`config.mk`:
```
export PLATFORM = sky130hd
export DESIGN_NAME = arena_store
export DESIGN_NICKNAME = d
export VERILOG_FILES = /design/src/rtl/life_pkg.sv /design/src/rtl/arena_row_mux.sv /design/src/rtl/arena_store.sv
export SDC_FILE = /design/constraint.sdc
export NUM_CORES = 1
export LEC_CHECK = 0
export CAP_MARGIN = 20
export CORE_MARGIN = 2
export CORE_UTILIZATION = 45
export CTS_CLUSTER_SIZE = 8
export DETAILED_ROUTE_END_ITERATION = 10
export GPL_TIMING_DRIVEN = 0
export PLACE_DENSITY = 0.65
export SKIP_LAST_GASP = 1
export SLEW_MARGIN = 30
export SYNTH_ARGS = -nofsm -noshare
export SYNTH_HDL_FRONTEND = slang
export SYNTH_SLANG_ARGS = --single-unit
```
`constraint.sdc`:
```
create_clock -name clk -period 4.16 [get_ports clk]
set_input_delay 1.248 -clock clk [delete_from_list [all_inputs] [get_ports clk]]
set_output_delay 1.248 -clock clk [all_outputs]
set_load 0.05 [all_outputs]
```
`src/rtl/life_pkg.sv`:
```
// Shared definitions for the arena storage and the engine blocks around it:
// the arena FSM state type and the width of every row index bus.
package life_pkg;

    // Row indices are one byte wide everywhere, which caps the arena at 256 rows.
    localparam int ROW_IDX_W = 8;

    typedef enum logic [1:0] {
        IDLE  = 2'd0,
        CLEAR = 2'd1,
        SCAN  = 2'd2
    } arena_state_e;

endpackage

```
`src/rtl/arena_row_mux.sv`:
```
// Indexed read of one arena row.
// An index beyond the last row returns all zeros, so callers never need to
// range-check before reading.
module arena_row_mux
    import life_pkg::*;
#(
    parameter int WIDTH  = 10,
    parameter int HEIGHT = 10
) (
    input  logic [WIDTH-1:0]     rows_i [HEIGHT],
    input  logic [ROW_IDX_W-1:0] index_i,
    output logic [WIDTH-1:0]     row_o
);

    // Compare against every legal index; no match leaves the zero default in place.
    always_comb begin
        row_o = '0;
        for (int i = 0; i < HEIGHT; i++) begin
            if (index_i == ROW_IDX_W'(i)) begin
                row_o = rows_i[i];
            end
        end
    end

endmodule

```
`src/rtl/arena_store.sv`:
```
// Arena storage: ARENA_HEIGHT registered rows of ARENA_WIDTH cells, with an
// engine read/write port, a one-row-per-cycle clear and a one-row-per-cycle
// display scan.
// Optional feature: define ARENA_NEIGHBOUR_ROWS_EN to add the toroidal
// above/below neighbour row outputs for the selected row.
module arena_store
    import life_pkg::*;
#(
    parameter int ARENA_WIDTH  = 10,
    parameter int ARENA_HEIGHT = 10
) (
    input  logic                   clk,
    input  logic                   rst_n,
    input  logic [ROW_IDX_W-1:0]   arena_row_select,
    input  logic [ARENA_WIDTH-1:0] arena_columns_new,
    input  logic                   arena_columns_write,
    output logic [ARENA_WIDTH-1:0] arena_columns,
    input  logic                   clear,
    input  logic                   scan_start,
    output logic                   busy,
    output logic                   scan_valid,
    output logic [ROW_IDX_W-1:0]   scan_row,
    output logic [ARENA_WIDTH-1:0] scan_columns,
    output logic                   scan_last
`ifdef ARENA_NEIGHBOUR_ROWS_EN
    ,
    output logic [ARENA_WIDTH-1:0] arena_columns_above,
    output logic [ARENA_WIDTH-1:0] arena_columns_below
`endif
);

    localparam logic [ROW_IDX_W-1:0] LAST_ROW = ROW_IDX_W'(ARENA_HEIGHT - 1);

    logic [ARENA_WIDTH-1:0] rows_q [ARENA_HEIGHT];
    logic [ARENA_WIDTH-1:0] rows_d [ARENA_HEIGHT];

    arena_state_e           state_q;
    logic [ROW_IDX_W-1:0]   row_cnt_q;
    logic [ROW_IDX_W-1:0]   row_cnt_next;
    logic                   busy_q;
    logic                   scan_valid_q;
    logic [ROW_IDX_W-1:0]   scan_row_q;
    logic [ARENA_WIDTH-1:0] scan_columns_q;
    logic                   scan_last_q;
    logic [ARENA_WIDTH-1:0] scan_row_data;

    // Engine read port: combinational, so it shows the contents before the coming edge.
    arena_row_mux #(
        .WIDTH  (ARENA_WIDTH),
        .HEIGHT (ARENA_HEIGHT)
    ) u_engine_mux (
        .rows_i  (rows_q),
        .index_i (arena_row_select),
        .row_o   (arena_columns)
    );

    // Scan read port: indexed by the shared row counter.
    arena_row_mux #(
        .WIDTH  (ARENA_WIDTH),
        .HEIGHT (ARENA_HEIGHT)
    ) u_scan_mux (
        .rows_i  (rows_q),
        .index_i (row_cnt_q),
        .row_o   (scan_row_data)
    );

    // The row counter wraps back to zero after the last row so IDLE always starts from row 0.
    assign row_cnt_next = (row_cnt_q == LAST_ROW) ? '0 : row_cnt_q + ROW_IDX_W'(1);

    // Next row contents: clearing owns the array; otherwise an in-range engine write lands.
    always_comb begin
        for (int i = 0; i < ARENA_HEIGHT; i++) begin
            rows_d[i] = rows_q[i];
            if (state_q == CLEAR) begin
                if (row_cnt_q == ROW_IDX_W'(i)) begin
                    rows_d[i] = '0;
                end
            end else if (arena_columns_write && (arena_row_select == ROW_IDX_W'(i))) begin
                rows_d[i] = arena_columns_new;
            end
        end
    end

    // Row storage with asynchronous wipe.
    always_ff @(posedge clk or negedge rst_n) begin
        if (!rst_n) begin
            for (int i = 0; i < ARENA_HEIGHT; i++) begin
                rows_q[i] <= '0;
            end
        end else begin
            for (int i = 0; i < ARENA_HEIGHT; i++) begin
                rows_q[i] <= rows_d[i];
            end
        end
    end

    // Control FSM with registered busy and scan outputs; row 0 is emitted on the start edge.
    always_ff @(posedge clk or negedge rst_n) begin
        if (!rst_n) begin
            state_q        <= IDLE;
            row_cnt_q      <= '0;
            busy_q         <= 1'b0;
            scan_valid_q   <= 1'b0;
            scan_row_q     <= '0;
            scan_columns_q <= '0;
            scan_last_q    <= 1'b0;
        end else begin
            case (state_q)
                IDLE: begin
                    if (clear) begin
                        state_q   <= CLEAR;
                        busy_q    <= 1'b1;
                        row_cnt_q <= '0;
                    end else if (scan_start) begin
                        state_q        <= SCAN;
                        busy_q         <= 1'b1;
                        scan_valid_q   <= 1'b1;
                        scan_row_q     <= row_cnt_q;
                        scan_columns_q <= scan_row_data;
                        scan_last_q    <= (row_cnt_q == LAST_ROW);
                        row_cnt_q      <= row_cnt_next;
                    end
                end
                CLEAR: begin
                    row_cnt_q <= row_cnt_next;
                    if (row_cnt_q == LAST_ROW) begin
                        state_q <= IDLE;
                        busy_q  <= 1'b0;
                    end
                end
                SCAN: begin
                    if (scan_last_q) begin
                        state_q        <= IDLE;
                        busy_q         <= 1'b0;
                        scan_valid_q   <= 1'b0;
                        scan_row_q     <= '0;
                        scan_columns_q <= '0;
                        scan_last_q    <= 1'b0;
                    end else begin
                        scan_row_q     <= row_cnt_q;
                        scan_columns_q <= scan_row_data;
                        scan_last_q    <= (row_cnt_q == LAST_ROW);
                        row_cnt_q      <= row_cnt_next;
                    end
                end
                default: begin
                    state_q   <= IDLE;
                    busy_q    <= 1'b0;
                    row_cnt_q <= '0;
                end
            endcase
        end
    end

    assign busy         = busy_q;
    assign scan_valid   = scan_valid_q;
    assign scan_row     = scan_row_q;
    assign scan_columns = scan_columns_q;
    assign scan_last    = scan_last_q;

`ifdef ARENA_NEIGHBOUR_ROWS_EN
    logic [ROW_IDX_W-1:0]   above_idx;
    logic [ROW_IDX_W-1:0]   below_idx;
    logic [ARENA_WIDTH-1:0] above_data;
    logic [ARENA_WIDTH-1:0] below_data;
    logic                   select_in_range;

    // Toroidal neighbour indices: row 0 looks up to the last row, the last row looks down to row 0.
    always_comb begin
        above_idx       = (arena_row_select == '0) ? LAST_ROW : arena_row_select - ROW_IDX_W'(1);
        below_idx       = (arena_row_select == LAST_ROW) ? '0 : arena_row_select + ROW_IDX_W'(1);
        select_in_range = (arena_row_select <= LAST_ROW);
    end

    arena_row_mux #(
        .WIDTH  (ARENA_WIDTH),
        .HEIGHT (ARENA_HEIGHT)
    ) u_above_mux (
        .rows_i  (rows_q),
        .index_i (above_idx),
        .row_o   (above_data)
    );

    arena_row_mux #(
        .WIDTH  (ARENA_WIDTH),
        .HEIGHT (ARENA_HEIGHT)
    ) u_below_mux (
        .rows_i  (rows_q),
        .index_i (below_idx),
        .row_o   (below_data)
    );

    assign arena_columns_above = select_in_range ? above_data : '0;
    assign arena_columns_below = select_in_range ? below_data : '0;
`endif

endmodule

```
==> metrics <==
CTS tree built; ratio of cells with drive above 1 in the final layout 0.145; PnR Total Power 4.27 mW; DRC Markers 0; Synth Area in Simple Gates 0.146; HP Class reg2reg; CTS clock-pin slew for the worst setup and hold paths 0.06 ns; post-route cell area 8590 sq um; Die H 130 microns; die width 130 microns; WL final 24800 microns; max incr delay on CP 0.32 ns; Pint 2.67 mW; max-slew violations 0; placed cells 997; CP startpoint kind input pin; Mapped Cells 743; Worst-Margin Slew 0.933 ns; Cell Chain, Critical Path clkbuf_4, buf_4, nand2b_1, o22ai_1, o22ai_1, a21oi_2, nor2_2, buf_4; IO Port Bufs 42; CTS Root Cell clkbuf_16; #FFs+latches synth 131; Tcrit/Tclk final 0.994; Setup crit end kind primary output; Avg Vias per Cell 6.51; fillers 1375; Worst EP arrival 2.89 ns; Worst-Skew Late Latency 0.43 ns; P_sw 1.60 mW; number of global-route vias before repair 6339; Synth Area in XOR/XNOR 0; CTS H-Tree Depth 4; Syn Nets 774; Starting Density 0.465; Synth cell types 52; area grow syn2layout 20.8%; largest net degree at the start of global routing 68; GRT Residual Overflow 0; gpl congestion 0.996; initial antenna violation count 0; Max FO, Critical Path 10; routed vias 6706; Clk pwr share 0.331; Worst Path Class, Setup in2out; Register Area 3280 sq um; RSZ-0062 raised after global routing yes; total track usage 0.306; share of synthesized cell area in full adder, half adder and majority cells 0.0141; Req. time, crit path 2.91 ns; net switching share of the total power 0.374; sequential share of power 0.375; Post-Layout Cell Count 1030; slowest cell on the critical path o22ai_1; Antenna Cells 0; Final min period 4.13 ns; first-pass GRT wire length 38300 microns; DP Wirelength 17700 microns; worst path bufs/invs 3; hold buffer count at CTS 0; final core occ 0.561; CTS buffer count 17; outcome complete, no violations; row count 45; sequential fraction of the synthesis area 0.461; core area 15300 sq um; Maximum Capacitance Violations 0; Slew headroom 0.370; Setup Skew 0.00952 ns; Syn. warnings 0; Ports 54; Pleak 3.59 nW; mean cell area of the mapped netlist 9.58 sq um; Die ar. 16800 sq um; ANT nets after route 0; peak supply drop 0.300 mV; CTS sink cnt 131; combinational power share 0.293; delay-heaviest family, CP buffers and inverters; post-synthesis compound-gate area fraction 0.296; Hold Fails Final Rpt 0; Fmax achieved 242 MHz; DP Area 7900 sq um; Worst Hold Slack 0.503 ns; Initial DRC Count 965; Final Setup Violations 0; ys flop type dfrtp_1; ratio of total power to cell area 497 nW/um^2; drt wl/cell 24.1 microns; synthesized area 7110 sq um; EDFF count, synth 0; largest family of logic cells by synthesized area compound AO/OA/AOI/OAI gates; drt first pass iters 5; mux contribution to synthesized area 0.0410; area occupied by multi-input gates 3700 sq um; Longest Clk Path Bufs 2; Final nets 837; fraction of registers with async set/reset 1.00
-- synth_stat cells (all sizes together), types with 13 or more instances --
master    n  share of area
a21oi    27          0.019
o22ai    20          0.018
buf      16          0.011
mux2i    19          0.027
o221ai   13          0.017
o21ai    71          0.050
nand2   103          0.054
dfrtp   131           0.46
a22oi    27          0.028
a22o     98           0.12
clkbuf   46          0.024
inv      14         0.0074
nand3    13         0.0091
nor2     27          0.015
-- state kept, by name, summed over array words and instances (netlist names) --
register	cells
scan_valid	1
state_q	2
scan_last	1
rows_q	100
scan_row	8
busy	1
scan_columns	10
row_cnt_q	8
-- cell type report --
class                   count  share of cell area
repair buffers             45              0.0537
clock buffers              21              0.0536
flip-flops and latches    131               0.382
clock inverters            11              0.0100
multi-input cells         536               0.431
plain buffers              61              0.0331
well taps                 211              0.0307
inverters                  14             0.00612
-- per-layer routing --
metal	global-route usage	vias to the layer above	routed length (microns)
li1	-	2934	-
met1	0.457	3328	11000
met2	0.431	400	10800
met3	0.0750	44	2480
met4	0.108	0	607
met5	0	-	0
-- what timing repair did --
action | in CTS | in global routing
setup endpoints to repair | 10 | 10
buffers inserted | 2 | 0
resized for setup | 109 | 9
gates cloned | 0 | 0
pin swaps | 3 | 0
-- worst paths after layout --
check	start	cells after the start	end	slack, ns
max in group asynchronous	rst_n	2	rows_q[85]$_DFFE_PN0P_	2.68
min reg2reg	scan_row[4]$_DFFE_PN0P_	1	scan_row[4]$_DFFE_PN0P_	0.50
max	arena_row_select[2]	8	arena_columns[6]	0.03
min in group asynchronous	rst_n	1	scan_row[5]$_DFFE_PN0P_	0.78
max reg2reg	row_cnt_q[1]$_DFFE_PN0P_	6	rows_q[45]$_DFFE_PN0P_	1.05
min	scan_row[4]$_DFFE_PN0P_	1	scan_row[4]$_DFFE_PN0P_	0.50
-- cell usage in the layout (no fill, tap or decap), types with 14 or more instances in the layout --
cell type and n:
nand2_1 102, o21ai_0 69, mux2i_1 19, a22o_1 98, a22oi_1 27, clkbuf_1 41, inv_1 14, dfrtp_1 131
clkbuf_16 17, clkdlybuf4s50_1 24, nor2_1 19, o22ai_1 18, a21oi_1 22
-- power groups by stage --
stage | Combinational, mW | Clock (mW) | Sequential [mW]
6_report | 1.25 | 1.41 | 1.60
3_5_place_dp | 1.21 | 0 | 1.60
5_1_grt | 1.33 | 1.48 | 1.62
4_1_cts | 1.22 | 1.42 | 1.59
2_1_floorplan | 0.697 | 0 | 1.63
3_3_place_gp | 1.16 | 0 | 1.60
-- cells by family (layout without fill, tap and decap cells) --
family,count (synthesis),count (layout)
AOI/OAI and AO/OA,293,293
adders and majority gates,8,8
buffers and inverters,76,152
DFF,131,131
muxes,28,28
and+or+nand+nor,207,207
-- stage by stage --
stage	TNS [ns]	setup slack (ns)
final	0	0.0264
after global routing	-0.00995	-0.00995
after CTS	0	0.00296
after detailed placement	-12.54	-1.34
after global placement	-433.01	-3.23
after floorplan	0	0.190
(Power assumes the default switching activity.)
